===== config.mk =====
export PLATFORM = sky130hd
export DESIGN_NAME = otp_auth_engine
export DESIGN_NICKNAME = d
export VERILOG_FILES = /design/src/rtl/otp_auth_pkg.sv /design/src/rtl/otp_lfsr.sv /design/src/rtl/otp_auth_engine.sv
export SDC_FILE = /design/constraint.sdc
export NUM_CORES = 1
export LEC_CHECK = 0
export CAP_MARGIN = 20
export CORE_ASPECT_RATIO = 1.75
export CORE_UTILIZATION = 40
export DETAILED_ROUTE_END_ITERATION = 10
export PLACE_DENSITY = 0.59
export SLEW_MARGIN = 20
export SYNTH_ARGS = -nofsm -noshare
export SYNTH_HDL_FRONTEND = slang
export SYNTH_SLANG_ARGS = --single-unit

===== constraint.sdc =====
create_clock -name clk -period 2 [get_ports clk]
set_clock_uncertainty 0.1 [all_clocks]
set_input_delay 0.4 -clock clk [delete_from_list [all_inputs] [get_ports clk]]
set_output_delay 0.4 -clock clk [all_outputs]
set_load 0.05 [all_outputs]

===== src/rtl/otp_auth_pkg.sv =====
// Shared types and helpers for the one-time-passcode authentication engine.
package otp_auth_pkg;

    typedef enum logic [2:0] {
        S_IDLE,
        S_ENTRY,
        S_CHECK,
        S_PASS,
        S_FAIL,
        S_LOCK
    } state_e;

    // Galois (right-shift) masks for maximal-length polynomials; bit k set for term x^(k+1).
    function automatic logic [31:0] lfsr_taps(input int unsigned width);
        case (width)
            16:      return 32'h0000_B400;
            24:      return 32'h00E1_0000;
            32:      return 32'h8020_0003;
            default: return 32'h0000_0000;
        endcase
    endfunction

endpackage


===== src/rtl/otp_lfsr.sv =====
// Free-running Galois LFSR; advances every cycle and restarts from SEED on reset.
module otp_lfsr
    import otp_auth_pkg::*;
#(
    parameter int unsigned    W    = 16,
    parameter logic [W-1:0]   SEED = 16'hACE1
) (
    input  logic         clk,
    input  logic         rst_n,
    output logic [W-1:0] state_o
);

    localparam logic [W-1:0] TAPS = W'(lfsr_taps(W));

    logic [W-1:0] lfsr_q;
    logic [W-1:0] lfsr_d;

    always_comb begin
        lfsr_d = {1'b0, lfsr_q[W-1:1]} ^ (lfsr_q[0] ? TAPS : '0);
    end

    always_ff @(posedge clk or negedge rst_n) begin
        if (!rst_n) begin
            lfsr_q <= SEED;
        end else begin
            lfsr_q <= lfsr_d;
        end
    end

    assign state_o = lfsr_q;

endmodule


===== src/rtl/otp_auth_engine.sv =====
// OTP authenticator: issues an LFSR-derived code, collects the user's entry nibble
// by nibble, and enforces expiry, single use, a retry budget and a timed lockout.
module otp_auth_engine
    import otp_auth_pkg::*;
#(
    parameter int unsigned       DIGITS        = 4,
    parameter int unsigned       LFSR_W        = 16,
    parameter logic [LFSR_W-1:0] SEED          = 16'hACE1,
    parameter int unsigned       MAX_TRIES     = 3,
    parameter int unsigned       EXPIRE_CYCLES = 1024,
    parameter int unsigned       LOCK_CYCLES   = 4096
) (
    input  logic                           clk,
    input  logic                           rst_n,
    input  logic [3:0]                     user_in,
    input  logic                           otp_req,
    input  logic                           digit_latch,
    output logic [4*DIGITS-1:0]            otp_code,
    output logic                           otp_valid,
    output logic [$clog2(DIGITS+1)-1:0]    entry_count,
    output logic [$clog2(MAX_TRIES+1)-1:0] tries_left,
    output logic                           auth_ok,
    output logic                           auth_fail,
    output logic                           fail_expired,
    output logic                           locked
);

    localparam int unsigned CW  = 4 * DIGITS;
    localparam int unsigned ECW = $clog2(DIGITS + 1);
    localparam int unsigned TRW = $clog2(MAX_TRIES + 1);
    localparam int unsigned EXW = $clog2(EXPIRE_CYCLES + 1);
    localparam int unsigned LKW = $clog2(LOCK_CYCLES + 1);

    localparam logic [ECW-1:0] CNT_FULL  = ECW'(DIGITS);
    localparam logic [ECW-1:0] CNT_LAST  = ECW'(DIGITS - 1);
    localparam logic [TRW-1:0] TRIES_MAX = TRW'(MAX_TRIES);
    localparam logic [EXW-1:0] EXP_LAST  = EXW'(EXPIRE_CYCLES - 1);
    localparam logic [LKW-1:0] LOCK_LAST = LKW'(LOCK_CYCLES - 1);

    if (DIGITS < 1 || DIGITS > 8) begin : g_bad_digits
        $error("otp_auth_engine: DIGITS must be 1..8");
    end
    if (LFSR_W != 16 && LFSR_W != 24 && LFSR_W != 32) begin : g_bad_width
        $error("otp_auth_engine: LFSR_W must be 16, 24 or 32");
    end
    if (LFSR_W < CW) begin : g_narrow_lfsr
        $error("otp_auth_engine: LFSR_W must be at least 4*DIGITS");
    end
    if (SEED == '0) begin : g_zero_seed
        $error("otp_auth_engine: SEED must be nonzero");
    end
    if (MAX_TRIES < 1 || EXPIRE_CYCLES < 1 || LOCK_CYCLES < 1) begin : g_bad_counts
        $error("otp_auth_engine: MAX_TRIES, EXPIRE_CYCLES and LOCK_CYCLES must be >= 1");
    end

    logic [LFSR_W-1:0] lfsr_state;

    otp_lfsr #(
        .W    (LFSR_W),
        .SEED (SEED)
    ) u_lfsr (
        .clk     (clk),
        .rst_n   (rst_n),
        .state_o (lfsr_state)
    );

    state_e         state_q,   state_d;
    logic [CW-1:0]  code_q,    code_d;
    logic [CW-1:0]  entry_q,   entry_d;
    logic [ECW-1:0] cnt_q,     cnt_d;
    logic [TRW-1:0] tries_q,   tries_d;
    logic [EXW-1:0] exp_tmr_q, exp_tmr_d;
    logic [LKW-1:0] lock_tmr_q, lock_tmr_d;
    logic           expired_q, expired_d;

    always_comb begin
        state_d    = state_q;
        code_d     = code_q;
        entry_d    = entry_q;
        cnt_d      = cnt_q;
        tries_d    = tries_q;
        exp_tmr_d  = exp_tmr_q;
        lock_tmr_d = lock_tmr_q;
        expired_d  = expired_q;

        case (state_q)
            S_IDLE: begin
                if (otp_req) begin
                    state_d   = S_ENTRY;
                    code_d    = lfsr_state[CW-1:0];
                    entry_d   = '0;
                    cnt_d     = '0;
                    exp_tmr_d = '0;
                    expired_d = 1'b0;
                end
            end
            S_ENTRY: begin
                // Expiry is tested first so it wins over a simultaneous final latch.
                if (exp_tmr_q == EXP_LAST) begin
                    state_d   = S_FAIL;
                    expired_d = 1'b1;
                    code_d    = '0;
                end else begin
                    exp_tmr_d = exp_tmr_q + 1'b1;
                    if (digit_latch && cnt_q != CNT_FULL) begin
                        for (int unsigned i = 0; i < DIGITS; i++) begin
                            if (cnt_q == ECW'(i)) begin
                                entry_d[4*i +: 4] = user_in;
                            end
                        end
                        cnt_d = cnt_q + 1'b1;
                        if (cnt_q == CNT_LAST) begin
                            state_d = S_CHECK;
                        end
                    end
                end
            end
            S_CHECK: begin
                code_d  = '0;
                state_d = (entry_q == code_q) ? S_PASS : S_FAIL;
            end
            S_PASS: begin
                tries_d = TRIES_MAX;
                state_d = S_IDLE;
            end
            S_FAIL: begin
                tries_d = (tries_q != '0) ? tries_q - 1'b1 : '0;
                if (tries_q <= TRW'(1)) begin
                    state_d    = S_LOCK;
                    lock_tmr_d = '0;
                end else begin
                    state_d = S_IDLE;
                end
            end
            S_LOCK: begin
                if (lock_tmr_q == LOCK_LAST) begin
                    tries_d = TRIES_MAX;
                    state_d = S_IDLE;
                end else begin
                    lock_tmr_d = lock_tmr_q + 1'b1;
                end
            end
            default: begin
                state_d = S_IDLE;
            end
        endcase
    end

    always_ff @(posedge clk or negedge rst_n) begin
        if (!rst_n) begin
            state_q    <= S_IDLE;
            code_q     <= '0;
            entry_q    <= '0;
            cnt_q      <= '0;
            tries_q    <= TRIES_MAX;
            exp_tmr_q  <= '0;
            lock_tmr_q <= '0;
            expired_q  <= 1'b0;
        end else begin
            state_q    <= state_d;
            code_q     <= code_d;
            entry_q    <= entry_d;
            cnt_q      <= cnt_d;
            tries_q    <= tries_d;
            exp_tmr_q  <= exp_tmr_d;
            lock_tmr_q <= lock_tmr_d;
            expired_q  <= expired_d;
        end
    end

    assign otp_valid    = (state_q == S_ENTRY);
    assign otp_code     = otp_valid ? code_q : '0;
    assign entry_count  = cnt_q;
    assign tries_left   = tries_q;
    assign auth_ok      = (state_q == S_PASS);
    assign auth_fail    = (state_q == S_FAIL);
    assign fail_expired = (state_q == S_FAIL) && expired_q;
    assign locked       = (state_q == S_LOCK);

endmodule

# Word-level counts from Yosys, hierarchy flattened
# Index checks and enable logic that the tools add are counted.
dict set report word_totals {
  inputBits 8
  register_bits 81
}
dict set report classes {
  eq_ne 25
  n_lt_le_gt_ge 1
  addsub 4
  n_reduce_logical 20
  n_mux 37
  n_bitwise 1
}
# operator n
set ops {}
lappend ops {{$mux W16} 7}
lappend ops {{$pmux W16 S3} 1}
lappend ops {{$pmux W16 S2} 1}
lappend ops {{$mux W3} 10}
lappend ops {{$mux W13} 2}
lappend ops {{$pmux W13 S2} 1}
lappend ops {{$mux W11} 2}
lappend ops {{$pmux W11 S2} 1}
lappend ops {{$reduce_and A5 Y1} 4}
lappend ops {{$eq A16 B16 Y1} 1}
lappend ops {{$mux W4} 4}
lappend ops {{$ne A2 B1 Y1 const B} 8}
lappend ops {{$xor A15 B16 Y16} 1}
lappend ops {{$pmux W3 S5} 1}
lappend ops {{$add A13 B1 Y13 const B} 1}
lappend ops {{$eq A13 B12 Y1 const B} 1}
lappend ops {{$eq A3 B2 Y1 const B} 4}
lappend ops {{$reduce_and A3 Y1} 4}
lappend ops {{$add A11 B1 Y11 const B} 1}
lappend ops {{$eq A11 B10 Y1 const B} 1}
lappend ops {{$reduce_and A4 Y1} 2}
lappend ops {{$eq A3 B1 Y1 const B} 2}
lappend ops {{$eq A3 B3 Y1 const B} 2}
lappend ops {{$logic_not A3 Y1} 2}
lappend ops {{15 further kinds} 24}

# Depth between registers and ports, before layout
# Gate-level depths: netlist of the first run.
dict set report depth {
  word_depth 5
  depth_mapped 8
  ltp_nobuf 7
}

# By module
# From an unflattened synthesis of the first run, not the netlist that was laid out.
dict set report unflattened {
  hier_cells 405
  hier_area_um2 4002.6
}
# module seq_area_each_um2 cells_per_inst area_each_um2 n_inst
set modules_own_cells {}
lappend modules_own_cells {otp_auth_engine 1629.1 373 3468.3 1}
lappend modules_own_cells {otp_lfsr 410.4 32 534.3 1}

# Worst setup path after synthesis of the first run
# Ideal clock, no wire load.
dict set report synth_path {
  path_type {register to output}
  from {register state_q[0]}
  to {output fail_expired}
  required_time_ns 1.500
  path_slack_ns -0.602
  arrival_ns 2.102
  path_buffers 3
  path_stages_with_launch 5
  path_cell_list {dfrtp_1 > clkbuf_1 > clkbuf_1 > clkbuf_1 > nor3_1}
}
dict set report synth_between {
  elab_chain_len 2
}
# element line
set synth_lines {}
lappend synth_lines {{from (decl)} otp_auth_engine.sv:67} ;# state_e state_q, state_d;
lappend synth_lines {{from (signal assigned)} otp_auth_engine.sv:160} ;# state_q <= state_d;
lappend synth_lines {{$eq A3 B3 Y1} otp_auth_engine.sv:177} ;# assign fail_expired = (state_q == S_FAIL) && expired_q;
lappend synth_lines {{$logic_and A1 B1 Y1} otp_auth_engine.sv:177}
lappend synth_lines {{to (decl)} otp_auth_engine.sv:24} ;# output logic fail_expired,
# Every way passes these cells.

# Worst setup path in the final report of the first run
dict set report layout_path {
  from {register state_q[1]}
  to {output otp_code[5]}
}
dict set report layout_between {
  elab_chain_len 2
}
# element line
set layout_lines {}
lappend layout_lines {{$eq A3 B1 Y1} otp_auth_engine.sv:171} ;# assign otp_valid = (state_q == S_ENTRY);
lappend layout_lines {{$mux W16} otp_auth_engine.sv:172} ;# assign otp_code = otp_valid ? code_q : '0;
lappend layout_lines {{to (decl)} otp_auth_engine.sv:18} ;# output logic [4*DIGITS-1:0] otp_code,
# Every way passes these cells.

==> results.toml, run 1 <==
[placement]
globalplace.congestion = 0.858
place_inst = 541
hpwl_mm = 7.32
place_area_um2 = 4930
place_ws_ns = -0.168
portBuffers = 33

[drt]
vias_per_cell = 5.49
first_pass_iters = 4
routed_wl_mm = 9.78
wl_met1_mm = 3.67
met3WireLength_um = 229
ant_nets = 0
drc = 0
highest_layer = "met4"
wl_met2_mm = 5.66
drt_iter0_markers = 118
wl_per_cell_um = 17.3
via_count = 3095

[grt]
grt_start_max_net_pins = 34
grtUsageTotal_pct = 20.7
grt_pass1_wl_mm = 16.1
grt_pass1_vias = 3201
antenna_found_initial = 0
grt_overflow = 0

[logic_synthesis]
muxShareOfSynthArea_pct = 1.93
synth-simple-area-share_pct = 17.4
synth_edf_count = 0
synth_ff_type = "dfrtp_1"
netlist_instances = 354
synth_common_cells = "dfrtp_1, a22o_1, and3_1, xnor2_1"
synth_seq_cells = 81
synth_fp_nets = 369
ys_top_cells_by_area = "dfrtp_1, dfstp_2, a22o_1"
synth_area_um2 = 3900
ys_seq_area_share_pct = 52.3
synth_xor_area_share_pct = 7.19
avgSynthCellArea_um2 = 11.0
async_flop_share_pct = 100
yosys_warnings = 0
synth.most_common_cell = "dfrtp_1"
synth_fa_ha_area_share_pct = 2.25
ys_types = 51
yosysTopAreaCellShare_pct = 45.6
netlist.top_cell.by_area = "dfrtp_1"
synth-compound-area-share_pct = 15.8
synth_top_family_by_area = "simple AND/OR/NAND/NOR gates"

[worst_setup_path]
critPathBufInv = 2
critPathRequiredTime_ns = 1.50
arrival_ns = 1.47
worst_path_max_delay_cell = "dfrtp_2"
cpLargestDelayFamily = "flip-flops"
end_kind = "output port"
worstSetupStartpointType = "register"
max_stage_delay_ns = 0.46
crit_fanout = 25
path_cells = "nor2_4, buf_12, and3_2, buf_12"
critPathKind = "reg -> out"
crit_top_cell = "buf_12"

[final_layout]
syn2layout_area_growth_pct = 40.5
final_area_um2 = 5480
stdcell_count = 564
register_area_um2 = 2050
nNetsFinal = 452
fin_util_pct = 57.9
multiInputGateArea_um2 = 1900
layout-drive-gt1-share_pct = 36.7
diodes = 0
nFillCells = 807

[timing]
worst_slew_pin_slew_ns = 0.487
rsz0062_at_grt = "yes"
hold_violations = 0
slew_violations = 0
max_slew_margin_pct = 66.7
clock.fmax_mhz = 507
setup_ws_ns = 0.0271
finalCritPeriodShare_pct = 98.6
report.final.setup_viol = 0
tns_ns = 0
finalCriticalPeriod_ns = 1.97

[clock_tree]
cts_buffer_depth = 2
cts_root_buffer = "clkbuf_16"
cts_tree = "done"
cts_buffers = 9
htreeDepth = 3
cts_sinks = 81
clk-insertion-delay-late_ns = 0.34
clk_pin_slew_ns = 0.07

[outcome]
outcome = "finished, final reports clean"

[floorplanning]
fp.dieW_um = 76.6
num_rows = 47
ios = 34
dieArea_um2 = 10200
start_util_pct = 41.2
core_area_um2 = 9470
fp.dieH_um = 133

[power_and_ir_drop]
power.leakage_nw = 2.46
power_density_nw_per_um2 = 1280
ir_drop_uv = 622

[job]
drv_cap = 0

[worst_hold_path]
hp-class = "reg -> reg"
[metal layers]
layer  global-route usage [%]  vias up
met4                     7.16        0
met3                     3.31       16
li1                         -     1467
met5                        0        -
met2                     40.7       52
met1                     21.5     1560
[cells by family after synthesis]
logic type | count (synthesis)
XOR/XNOR | 32
multiplexers | 7
adder cells (fa/ha/maj) | 7
AO/OA/AOI/OAI | 81
AND/OR/NAND/NOR | 118
buffers and inverters | 28
flip-flops | 81
[stage by stage]
step | total power [mW] | hold WS [ns]
global placement | 4.88 | 0.247
global route | 7.42 | 0.284
CTS | 6.90 | 0.284
detailed placement | 4.94 | 0.249
finish | 7.03 | 0.279
floorplan | 3.79 | 0.00441
[cell type report]
| type | count | area share (%) |
|---|---|---|
| clock inverter | 7 | 1.99 |
| multi-input combinational | 245 | 34.7 |
| sequential | 81 | 37.3 |
| timing repair buffer | 89 | 18.3 |
| tap | 122 | 2.79 |
| clock buffer | 9 | 4.11 |
| inverter | 11 | 0.754 |
[state kept, by name, summed over array words and instances (netlist names)]
name            flops
state_q             3
exp_tmr_q          11
u_lfsr.state_o     16
code_q             16
tries_left          2
entry_q            16
lock_tmr_q         13
expired_q           1
entry_count         3
[final timing paths]
| check | endpoint | depth (start not counted) | slack, ns | start |
|---|---|---|---|---|
| setup reg to reg | exp_tmr_q[9] | 6 | 0.05 | exp_tmr_q[1] |
| setup / recovery | otp_code[5] | 4 | 0.03 | state_q[1] |
| hold reg to reg | u_lfsr.state_o[11] | 0 | 0.28 | u_lfsr.state_o[12] |
| max in group asynchronous | u_lfsr.state_o[7] | 3 | 0.75 | rst_n |
| hold / removal | u_lfsr.state_o[11] | 0 | 0.28 | u_lfsr.state_o[12] |
| min in group asynchronous | entry_count[1] | 2 | 0.43 | rst_n |
[layout by cell type, fill, tap and decap left out, types with 10 or more instances in the layout]
cell	n
dfrtp_1	66
buf_4	54
a22o_1	29
xnor2_1	24
buf_12	24
nand2_1	16
nor2_1	16
and3_2	13
and3_1	11
nand4_1	11
inv_1	10
nand3_1	10
dfstp_2	10
[timing repair]
action                     4_1_cts  5_1_grt
hold endpoints to repair        22        0
hold buffers                     1        0
setup endpoints to repair       37       41
pin swaps                        0        5
buffers inserted                 1        5
resized for setup               16       23
[power breakdown]
part	leakage, nW	switching [mW]	internal, mW	total, mW
registers	1.07	0.253	1.93	2.18
logic	1.23	1.64	1.36	3.00
clock network	0.164	0.720	1.12	1.84
(Power assumes the default switching activity.)
==> run 2: changes to the inputs <==
--- a/config.mk
+++ b/config.mk
@@ -7,9 +7,11 @@
 export LEC_CHECK = 0
 export CAP_MARGIN = 20
 export CORE_ASPECT_RATIO = 1.75
-export CORE_UTILIZATION = 40
+export CORE_UTILIZATION = 38
+export CTS_CLUSTER_SIZE = 28
 export DETAILED_ROUTE_END_ITERATION = 10
-export PLACE_DENSITY = 0.59
+export GPL_TIMING_DRIVEN = 0
+export PLACE_DENSITY = 0.57
 export SLEW_MARGIN = 20
 export SYNTH_ARGS = -nofsm -noshare
 export SYNTH_HDL_FRONTEND = slang
==> run 2 against run 1 <==
Effect of this change: the run now ends with setup timing left; global-route usage grew 0.16 points; final cell count grew 0.89%; clock power shrank 9%; first-iteration DRC count grew 22%; sequential power is essentially flat; hold slack lost 0.0088 ns; sequential cell count is the same; wire length grew 4.6%; power grew 1.5%; largest cell class unchanged.
==> results.toml, run 2 (same netlist as run 1, synthesis figures left out) <==
[worst_setup_path]
worst_path_max_delay_cell = "dfrtp_2"
max_stage_delay_ns = 0.45
end_kind = "output port"
worstSetupStartpointType = "register"
critPathKind = "reg -> out"
crit_fanout = 5
critPathRequiredTime_ns = 1.50
ff2ff_path_depth = 7
r2r_slack_ns = 0.02
timing.rr.start = "state_q[1]"
worst_r2r_endpoint = "exp_tmr_q[7]"
arrival_ns = 1.52
crit_top_cell = "buf_8"
critPathBufInv = 3
cpLargestDelayFamily = "flip-flops"
path_cells = "nor2_4, buf_8, buf_6, and3_4, buf_8"
worst-path-stages = 5

[power_and_ir_drop]
p_switching_mw = 2.71
pwr-share-seq_pct = 30.7
p_total_mw = 7.13
power_density_nw_per_um2 = 1300
ir_drop_uv = 699
clkPwrFrac_pct = 23.5
power.internal_mw = 4.42
comb_power_share_pct = 45.8
sw_frac_of_total_pct = 38.0
power.leakage_nw = 2.44

[timing]
hold_violations = 0
setup_ws_ns = -0.0171
clock.fmax_mhz = 496
rsz0062_at_grt = "yes"
slew_violations = 0
report.final.setup_viol = 16
max_slew_margin_pct = 67.2
worst_slew_pin_slew_ns = 0.493
finalCritPeriodShare_pct = 101
finalCriticalPeriod_ns = 2.02
hold_ws_ns = 0.271

[placement]
globalplace.congestion = 0.813
portBuffers = 33
hpwl_mm = 6.92
place_ws_ns = -1.24

[final_layout]
nNetsFinal = 454
syn2layout_area_growth_pct = 40.8
layout-drive-gt1-share_pct = 37.2
nFillCells = 845
final_common_cell = "dfrtp_1"
diodes = 0
layout_common_cells = "dfrtp_1, buf_4, a22o_1"

[worst_hold_path]
hp-start = "u_lfsr.state_o[6]"
min_to = "u_lfsr.state_o[5]"
hold_depth = 0
hp-class = "reg -> reg"

[drt]
drc = 0
vias_per_cell = 5.47
wl_per_cell_um = 18.0
routed_wl_mm = 10.2
drt_iter0_markers = 144
first_pass_iters = 4
via_count = 3114
ant_nets = 0

[grt]
grtUsageTotal_pct = 20.8
antenna_found_initial = 0
grt_pass1_vias = 3207
grt_start_max_net_pins = 58
grt_overflow = 0
grt_pass1_wl_mm = 16.5

[floorplanning]
dieArea_um2 = 10700
ios = 34
fp.dieH_um = 136
fp.dieW_um = 78.6
start_util_pct = 39.3
num_rows = 48
core_area_um2 = 9910

[outcome]
outcome = "finished, violations left"
failed_checks = "setup timing"

[clock_tree]
cts_tree = "done"
clk_pin_slew_ns = 0.06
cts_sinks = 81
cts_buffer_depth = 2
clk-insertion-delay-late_ns = 0.34
htreeDepth = 3
cts_buffers = 9
cts_root_buffer = "clkbuf_16"

[job]
drv_cap = 0
-- run 2: metal layers --
metal  share of wire, %  GRT usage [%]
met5                  0              0
met4                4.4           12.8
met3                2.9           3.56
met2                 53           35.3
met1                 39           24.2
-- run 2: area by class of cell --
class | instances | area, µm² | share of cell area (%)
Clock inverter | 5 | 63.8 | 1.16
Multi-Input combinational cell | 245 | 1970 | 35.9
Inverter | 11 | 41.3 | 0.752
Sequential cell | 81 | 2050 | 37.3
Tap cell | 125 | 156 | 2.85
Buffer | 14 | 160 | 2.92
Timing Repair Buffer | 77 | 810 | 14.7
Clock buffer | 11 | 243 | 4.42
-- run 2: timing repair --
item | 4_1_cts | 5_1_grt
setup buffers | 23 | 16
resized for setup | 234 | 35
hold endpoints to repair | 23 | 0
setup endpoints to repair | 74 | 69
hold buffers | 1 | 0
pin swaps | 8 | 28
cloned | 2 | 1
-- run 2: power by group through the flow --
stage	registers, mW	clock network (mW)	logic (mW)
after floorplan	2.31	0	1.48
after global placement	2.23	0	2.27
after detailed placement	2.23	0	2.29
after CTS	2.19	1.72	3.09
after global routing	2.22	1.78	3.50
final	2.19	1.67	3.27
-- run 2: worst max-delay path by stage --
stage                from        endpoint  slack, ns
2_1_floorplan  state_q[0]    fail_expired      -0.16
5_1_grt        state_q[1]     otp_code[1]      -0.06
3_3_place_gp        rst_n  entry_count[0]      -2.72
4_1_cts        state_q[0]     otp_code[9]      -0.18
6_report       state_q[1]     otp_code[1]      -0.02
3_5_place_dp   state_q[0]     otp_code[9]      -1.24
-- run 2: through the flow --
stage	setup TNS, ns	util, %	area (µm²)	cells
3_5_place_dp	-40.45	45.0	4460	513
2_1_floorplan	-0.482	-	3940	354
6_report	-0.166	55.4	5490	569
3_3_place_gp	-228.81	44.7	4430	512
5_1_grt	-0.935	55.4	5490	569
4_1_cts	-2.56	53.6	5320	555
